==> config.mk <==
export PLATFORM = sky130hd
export DESIGN_NAME = mac_vec_pipe
export DESIGN_NICKNAME = d
export VERILOG_FILES = /design/src/rtl/mac_pkg.sv /design/src/rtl/mac_sat_add.sv /design/src/rtl/mac_vec_pipe.sv
export SDC_FILE = /design/constraint.sdc
export NUM_CORES = 1
export LEC_CHECK = 0
export ABC_AREA = 1
export BUFFER_PORTS_ARGS = -buffer_cell sky130_fd_sc_hd__buf_2
export CAP_MARGIN = 20
export CORE_AREA = 2 2 89 91
export CTS_CLUSTER_DIAMETER = 150
export DETAILED_ROUTE_END_ITERATION = 10
export DIE_AREA = 0 0 91 93
export HOLD_SLACK_MARGIN = 0.03
export PLACE_DENSITY = 0.76
export SLEW_MARGIN = 5
export SYNTH_ARGS = -nofsm -noshare
export SYNTH_HDL_FRONTEND = slang
export SYNTH_SLANG_ARGS = --single-unit
==> constraint.sdc <==
create_clock -name clk -period 2.3 [get_ports clk]
set_input_delay 0.46 -clock clk [delete_from_list [all_inputs] [get_ports clk]]
set_output_delay 0.46 -clock clk [all_outputs]
set_load 0.02 [all_outputs]
==> src/rtl/mac_pkg.sv <==
// Shared definitions for the vector MAC: default widths, saturation bounds,
// and the product-stage register layout.
package mac_pkg;

  localparam int unsigned DEF_IN_W     = 4;
  localparam int unsigned DEF_WT_W     = 4;
  localparam int unsigned DEF_ACC_W    = 12;
  localparam int unsigned DEF_LEN_W    = 4;
  localparam bit          DEF_SATURATE = 1'b1;

  // Product field is sized for the widest supported product; users keep
  // IN_W+WT_W <= ACC_W <= S1_PROD_W.
  localparam int unsigned S1_PROD_W = 32;

  typedef struct packed {
    logic signed [S1_PROD_W-1:0] prod;
    logic                        last;
    logic                        valid;
  } s1_t;

  function automatic logic [63:0] sat_max(input int unsigned w);
    return (64'd1 << (w - 1)) - 64'd1;
  endfunction

  function automatic logic [63:0] sat_min(input int unsigned w);
    return ~sat_max(w);
  endfunction

endpackage

==> src/rtl/mac_sat_add.sv <==
// Combinational signed adder with overflow detect and optional clamping.
module mac_sat_add
  import mac_pkg::*;
#(
  parameter int unsigned ACC_W    = DEF_ACC_W,
  parameter bit          SATURATE = DEF_SATURATE
) (
  input  logic signed [ACC_W-1:0] a,
  input  logic signed [ACC_W-1:0] b,
  output logic signed [ACC_W-1:0] sum,
  output logic                    ovf
);

  localparam logic [ACC_W-1:0] MAX_V = ACC_W'(sat_max(ACC_W));
  localparam logic [ACC_W-1:0] MIN_V = ACC_W'(sat_min(ACC_W));

  logic [ACC_W:0] wide;

  always_comb begin
    wide = {a[ACC_W-1], a} + {b[ACC_W-1], b};
    ovf  = wide[ACC_W] ^ wide[ACC_W-1];
    sum  = wide[ACC_W-1:0];
    if (SATURATE && ovf) begin
      sum = wide[ACC_W] ? MIN_V : MAX_V;
    end
  end

endmodule

==> src/rtl/mac_vec_pipe.sv <==
// Pipelined signed dot-product MAC: product stage, accumulate stage, and a
// held result register on a valid/ready output.
module mac_vec_pipe
  import mac_pkg::*;
#(
  parameter int unsigned IN_W     = DEF_IN_W,
  parameter int unsigned WT_W     = DEF_WT_W,
  parameter int unsigned ACC_W    = DEF_ACC_W,
  parameter int unsigned LEN_W    = DEF_LEN_W,
  parameter bit          SATURATE = DEF_SATURATE
) (
  input  logic                    clk,
  input  logic                    rstb,
  input  logic                    clear,
  input  logic                    in_valid,
  output logic                    in_ready,
  input  logic signed [IN_W-1:0]  in_data,
  input  logic signed [WT_W-1:0]  in_weight,
  input  logic                    in_last,
  output logic                    out_valid,
  input  logic                    out_ready,
  output logic signed [ACC_W-1:0] out_acc,
  output logic                    out_ovf,
  output logic [LEN_W-1:0]        out_len
);

  localparam int unsigned PROD_W = IN_W + WT_W;

  s1_t                     s1;
  logic                    stall;
  logic                    accept;
  logic                    s2_fire;
  logic signed [PROD_W-1:0] prod_now;
  logic signed [S1_PROD_W-1:0] prod_ext;
  logic signed [ACC_W-1:0] acc;
  logic signed [ACC_W-1:0] add_a;
  logic signed [ACC_W-1:0] add_b;
  logic signed [ACC_W-1:0] add_sum;
  logic                    add_ovf;
  logic                    ovf;
  logic                    mid_vec;
  logic [LEN_W-1:0]        cnt;
  logic [LEN_W-1:0]        cnt_inc;

  assign stall    = out_valid & ~out_ready;
  assign in_ready = rstb & ~stall & ~clear;
  assign accept   = in_valid & in_ready;
  assign s2_fire  = s1.valid & ~stall;

  assign prod_now = PROD_W'(in_data) * PROD_W'(in_weight);
  assign prod_ext = S1_PROD_W'(prod_now);

  // mid_vec=0 marks the first beat of a vector, so the all-zero reset value
  // already means "start from zero".
  assign add_a   = mid_vec ? acc : '0;
  assign add_b   = $signed(s1.prod[ACC_W-1:0]);
  assign cnt_inc = (cnt == '1) ? cnt : cnt + LEN_W'(1);

  generate
    if (ACC_W < S1_PROD_W) begin : g_prod_hi
      logic unused_prod_hi;
      assign unused_prod_hi = ^s1.prod[S1_PROD_W-1:ACC_W];
    end
  endgenerate

  mac_sat_add #(
    .ACC_W    (ACC_W),
    .SATURATE (SATURATE)
  ) u_add (
    .a   (add_a),
    .b   (add_b),
    .sum (add_sum),
    .ovf (add_ovf)
  );

  always_ff @(posedge clk or negedge rstb) begin
    if (!rstb) begin
      s1        <= '0;
      acc       <= '0;
      ovf       <= 1'b0;
      cnt       <= '0;
      mid_vec   <= 1'b0;
      out_valid <= 1'b0;
      out_acc   <= '0;
      out_ovf   <= 1'b0;
      out_len   <= '0;
    end else if (clear) begin
      s1        <= '0;
      acc       <= '0;
      ovf       <= 1'b0;
      cnt       <= '0;
      mid_vec   <= 1'b0;
      out_valid <= 1'b0;
      out_acc   <= '0;
      out_ovf   <= 1'b0;
      out_len   <= '0;
    end else begin
      if (!stall) begin
        s1.valid <= accept;
        if (accept) begin
          s1.prod <= prod_ext;
          s1.last <= in_last;
        end
      end
      if (out_valid && out_ready) begin
        out_valid <= 1'b0;
      end
      // A consumed result and a newly completed vector can share an edge;
      // the load below then keeps out_valid high with fresh data.
      if (s2_fire) begin
        if (s1.last) begin
          out_acc   <= add_sum;
          out_ovf   <= ovf | add_ovf;
          out_len   <= cnt_inc;
          out_valid <= 1'b1;
          acc       <= '0;
          ovf       <= 1'b0;
          cnt       <= '0;
          mid_vec   <= 1'b0;
        end else begin
          acc     <= add_sum;
          ovf     <= ovf | add_ovf;
          cnt     <= cnt_inc;
          mid_vec <= 1'b1;
        end
      end
    end
  end

endmodule

==> out/metrics.csv, run 1 <==
metric;value;unit
Routed WL;7100;um
Total GRT Usage;18.1;%
critical path class;input port to flop;
period utilization;136;%
first-pass GRT wire length;12600;um
detailed-route via count;2880;
Psw;0.683;mW
# DRC;0;
worst setup margin;-818;ps
Mapped Cells;429;
critical path arrival;3350;ps
Clk pwr share;27.8;%
Syn Area/Cell;7.75;um^2
total gr overflow;0;
H-tree levels;2;
DR WL/cell;12.0;um
worst r2r path cells;15;
LEAKAGE;2.36;nW
Yosys reg bits;46;
drt pass-1 iters;5;
Ys Warns;0;
RSZ-0062 raised after global routing;yes;
Slew @ Worst Pin;576;ps
hpwl dp;5450;um
TritonCTS Sinks;46;
Synth top area share;34.6;%
met1 Track Usage GR;21.6;%
die area;0.00846;mm^2
setup slack, reg-to-reg;-80;ps
Seq pwr share;40.2;%
Synth Cell Area;0.00333;mm^2
initial antenna violation count;0;
CP Launch Type;input port;
diodes inserted;0;
core area;0.00753;mm^2
clock transition at the registers of the reported paths;80;ps
f_max;321;MHz
Final Skew;6.30;ps
vias per cell;4.89;
sequential fraction of the synthesis area;34.6;%
crit-path max FO;2;
DR iter-0 viols;117;
leading cell type in the layout, fill and taps excluded;nand2_1;
IO Pins;33;
final hold slack;265;ps
largest net degree at the start of global routing;47;
grt met3 use;2.74;%
Crit. End Element;flop;
Final Non-Filler Cells;589;
starting density of the core;44.2;%
r2r startpoint;mid_vec;
Die X;91;um
ANT nets after route;0;
cts hold-fix bufs;0;
Place WS;-1150;ps
count of pins over their slew limit;0;
Tmin final;3120;ps
met2 Usage GRT;33.2;%
failing checks;setup timing;
Die Ht;93;um
slew margin rel.;61.6;%
PwrDens;538;mW/mm^2
Crit path required time;2530;ps
Syn Nets;478;
GRT busiest layer;met2;
port bufs;32;
# rows;32;
Netlist cell types;32;
max_cap viols;0;
Nets;535;
Area growth syn-to-layout;20.4;%
ranking of synthesized cells by area;dfrtp_1 (35%), nand2_1 (16%), ha_1 (9.4%);
setup violators final;27;
internal power consumption;1.47;mW
layout cell share with drive strength beyond 1;23.2;%
most frequent cells in the layout;nand2_1 (136), inv_1 (62), dfrtp_1 (46);
placed cells;579;
RR Endpoint;acc[4];
worst min path class;input port to asynchronous set/reset pin;
leading area contributor after synthesis;dfrtp_1;
Comb pwr share;32.0;%
final-report hold violation count;0;
VDD IR max;0.233;mV
CTS max path bufs;2;
GP Congestion;0.936;
CTS tree;yes;
clk root buf;clkbuf_8;
vias in the first global route;2974;
status;finished with violations;
Net Sw Frac;31.7;%
CTS buffer count;5;
clk_lat worst skew;300;ps
## final cells by class
cell class                      count  area [um^2]
Multi-Input combinational cell    304         1930
Inverter                           69          259
Fill cell                         738         3520
Tap cell                          102          128
Timing Repair Buffer               60          424
Clock buffer                        5         68.8
Clock inverter                      3         40.0
Sequential cell                    46         1150
## layer usage
| layer | share of wire (%) | routed length [um] |
|---|---|---|
| met1 | 43 | 3060 |
| met2 | 52 | 3670 |
| met3 | 3.4 | 240 |
| met4 | 1.8 | 131 |
| met5 | 0 | 0 |
## stage by stage
stage / setup TNS (ps) / utilization, % / total power, mW / instance area (um^2)
5_1_grt: -6870 / 53.2 / 2.28 / 4010
2_1_floorplan: -3490 / - / 1.30 / 3330
3_5_place_dp: -4510 / 50.3 / 1.50 / 3790
6_report: -3820 / 53.2 / 2.15 / 4010
3_3_place_gp: -4120 / 50.3 / 1.47 / 3790
4_1_cts: -2910 / 53.1 / 2.17 / 4000
## power by group through the flow
stage | registers, mW | logic (mW) | clock network (mW)
2_1_floorplan | 0.874 | 0.422 | 0
3_3_place_gp | 0.881 | 0.590 | 0
3_5_place_dp | 0.882 | 0.613 | 0
4_1_cts | 0.866 | 0.688 | 0.614
5_1_grt | 0.870 | 0.763 | 0.646
6_report | 0.866 | 0.689 | 0.598
## flip-flops by register name (all words and copies together) (netlist names)
signal / count
mid_vec: 1
s1: 2
cnt: 4
ovf: 1
out_ovf: 1
out_valid: 1
out_acc: 12
acc: 12
out_len: 4
add_b: 8
## timing repair
item | in CTS | in global routing
gates cloned | 0 | 0
buffers inserted | 2 | 1
resized for setup | 15 | 7
pin swaps | 7 | 7
setup endpoints to repair | 19 | 29
## critical path: stages
cell and delay [ps]:
buf_6 90, or2_4 230, fa_1 510, fa_1 440, fa_1 510, inv_2 50, ha_4 150, fa_2 370
nand2_1 80, nand2_1 60, a21oi_2 110, inv_1 60, nand2_1 60, nand2_1 50, o21ai_1 110
## synth_stat cells, drive strengths merged
cell type and n:
nand3b 2, nor2b 1, o21ai 18, buf 7
nor3 2, fa 10, clkinv 1, inv 68
a31oi 2, nand2 156, o31ai 3, nand4 3
nor2 14, clkbuf 3, xnor2 8, o22ai 2
ha 25, xor2 5, nand3 40, dfrtp 46
a21oi 10, a21boi 1, or2 2
## worst max path at each step
stage,from,endpoint,slack [ps],depth (start not counted)
2_1_floorplan,in_weight[3],add_b[10],-970,14
3_3_place_gp,in_data[0],add_b[10],-1060,14
3_5_place_dp,in_weight[3],add_b[10],-1150,16
4_1_cts,in_data[0],add_b[10],-800,15
5_1_grt,in_data[0],add_b[10],-930,15
6_report,in_data[0],add_b[10],-820,15
## kinds of logic (layout without fill, tap and decap cells)
family	count (synthesis)	after routing	synth area share (%)
buf+inv	79	137	9.71
xor+xnor	13	13	3.42
fa+ha+maj	35	35	15.4
flops	46	46	34.6
compound gates	36	36	5.98
simple gates	220	220	30.9
Power figures use the tool's default switching activity.
==> run 2: changes to the inputs <==
--- a/config.mk
+++ b/config.mk
@@ -14,6 +14,7 @@
 export DIE_AREA = 0 0 91 93
 export HOLD_SLACK_MARGIN = 0.03
 export PLACE_DENSITY = 0.76
+export SKIP_LAST_GASP = 1
 export SLEW_MARGIN = 5
 export SYNTH_ARGS = -nofsm -noshare
 export SYNTH_HDL_FRONTEND = slang
==> run 2 against run 1 <==
Effect of this change: the run still ends with setup timing left; sequential share of layout area grew 0.063 points; total power decreased by 0.59%; die area did not move; clock power is 0.8% lower; clock skew shrank 2.0 ps; register-to-register slack gained 40 ps; cell count unchanged; non-clock buffer count unchanged; setup slack got worse by 8.2 ps; fmax shrank 0.26%; global-route usage decreased by 0.21 points; sequential cell count is the same.
==> out/metrics.csv, run 2 (same netlist as run 1, synthesis figures left out) <==
metric;value;unit;change
CP Buf/Inv Count;3;;unchanged
worst setup margin;-826;ps;-8.22 ps
period utilization;136;%;+0.36 points
Final Skew;4.26;ps;-2.04 ps
DR iter-0 viols;100;;-15%
worst min path class;input port to asynchronous set/reset pin;;
total gr overflow;0;;unchanged
crit path to;add_b[10];;
clk_lat worst skew;300;ps;about the same
Nets;535;;unchanged
Area growth syn-to-layout;20.2;%;
Routed WL;7070;um;-0.45%
Crit. Startpoint;in_data[0];;
vias in the first global route;2952;;-0.74%
LEAKAGE;2.35;nW;about the same
setup violators final;20;;-26%
leading cell type in the layout, fill and taps excluded;nand2_1;;
status;finished with violations;;
Tmin final;3130;ps;+8.22 ps
# rows;32;;unchanged
max incr delay on CP;510;ps;about the same
largest net degree at the start of global routing;47;;unchanged
Fill cells;745;;+0.95%
vias per cell;4.89;;about the same
CP max-delay cell;fa_1;;
met1 Track Usage GR;21.4;%;-0.21 points
RSZ-0062 raised after global routing;yes;;
GRT busiest layer;met2;;
Die X;91;um;unchanged
PwrDens;536;mW/mm^2;-0.37%
count of pins over their slew limit;0;;unchanged
CTS tree;yes;;
DR WL/cell;12.0;um;-0.45%
ANT nets after route;0;;unchanged
worst-path cell chain;buf_6 -> or2_4 -> fa_1 -> fa_1 -> fa_1 -> inv_2 -> ha_4 -> fa_2 -> nand2_1 -> nand2_1 -> a21oi_1 -> inv_1 -> nand2_1 -> nand2_1 -> o21ai_1;;
worst r2r path cells;15;;unchanged
hpwl dp;5450;um;unchanged
diodes inserted;0;;unchanged
slew margin rel.;61.6;%;about the same
port bufs;32;;unchanged
met2 Usage GRT;33.0;%;-0.25 points
CTS buffer count;5;;unchanged
r2r startpoint;mid_vec;;
first-pass GRT wire length;12500;um;-0.82%
core area;0.00753;mm^2;unchanged
Slew @ Worst Pin;576;ps;+0.503 ps
utilization after layout;53.1;%;-0.12 points
Top delay family on crit path;adder cells;;
failing checks;setup timing;;
GP Congestion;0.936;;unchanged
max_cap viols;0;;unchanged
initial antenna violation count;0;;unchanged
RR Endpoint;acc[6];;
critical path class;input port to flop;;
footprint of the multi-input gates;0.00193;mm^2;-0.45%
CP Launch Type;input port;;
Crit path required time;2530;ps;about the same
IO Pins;33;;unchanged
Die Ht;93;um;unchanged
TritonCTS Sinks;46;;unchanged
clock transition at the registers of the reported paths;90;ps;about the same
Crit. End Element;flop;;
cts hold-fix bufs;0;;unchanged
most frequent CP cell;nand2_1;;
most frequent cells in the layout;nand2_1 (136), inv_1 (62), dfrtp_1 (46);;
setup slack, reg-to-reg;-40;ps;+40 ps
clk root buf;clkbuf_8;;
VDD IR max;0.232;mV;-0.39%
# DRC;0;;unchanged
detailed-route via count;2882;;+0.069%
Total GRT Usage;17.9;%;-0.21 points
crit-path max FO;2;;unchanged
starting density of the core;44.2;%;unchanged
f_max;320;MHz;-0.26%
H-tree levels;2;;unchanged
grt met3 use;2.74;%;unchanged
layout cell share with drive strength beyond 1;23.0;%;-0.21 points
total negative setup slack;-3110;ps;+710 ps
CTS max path bufs;2;;unchanged
storage element area;0.00115;mm^2;unchanged
final-report hold violation count;0;;unchanged
critical path arrival;3360;ps;about the same
WP depth;15;;unchanged
drt pass-1 iters;4;;-1
die area;0.00846;mm^2;unchanged
[run 2: cell count changes in the layout (fill, tap and decap cells not counted)]
cell and change:
a21oi_1 +1, nor2_4 -1, nor2_2 +1, a21oi_2 -1
[run 2: worst reg2reg max path, stage by stage, from the launching register on]
cell and delay, ps:
dfrtp_1 490, buf_4 190, nand2_1 50, inv_1 40, ha_1 330, a21oi_1 190
nand2_1 160, nand3_2 130, nand3_2 80, nand2_1 80, nand2_2 60, nand2_4 100
buf_12 160, nand2_4 60, nand3_1 70, nand2_1 50
[run 2: final cells by class]
cell class                 instances  share of cell area [%]
multi-input combinational        304                    48.2
sequential                        46                    28.8
timing repair buffer              60                    10.6
inverter                          69                    6.48
tap                              102                    3.19
clock buffer                       5                    1.72
clock inverter                     3                    1.00
[run 2: how the worst min path moves through the flow]
stage,start,to,slack (ps),cells after the start
finish,rstb,out_ovf,280,2
global route,rstb,cnt[3],330,2
CTS,rstb,s1[0],300,2
detailed placement,out_acc[8],out_acc[8],460,2
global placement,out_acc[6],out_acc[6],460,2
floorplan,rstb,acc[0],160,0
[run 2: through the flow]
stage	power, mW	worst slack [ps]	cell area, um^2	cells	hold slack (ps)
after detailed placement	1.50	-1150	3790	579	460
final	2.14	-826	4000	589	280
after global placement	1.47	-1060	3790	579	459
after CTS	2.13	-805	3950	589	297
after floorplan	1.30	-972	3330	429	164
after global routing	2.27	-952	4000	589	327
[run 2: layer usage]
layer | up-vias | share of wire, %
li1 | 1460 | -
met1 | 1360 | 43
met2 | 53 | 52
met3 | 9 | 3.1
met4 | 0 | 1.3
met5 | - | 0
[run 2: what timing repair did]
item	in CTS	in global routing
buffers inserted	2	1
pin swaps	5	8
endpoints found under the setup margin	19	29
gates resized for setup	10	10
[run 2: report_power, final]
part | total, mW | switching (mW) | internal (mW)
Combinational | 0.682 | 0.373 | 0.309
Clock | 0.593 | 0.273 | 0.320
Sequential | 0.866 | 0.0273 | 0.839
Total | 2.14 | 0.673 | 1.47
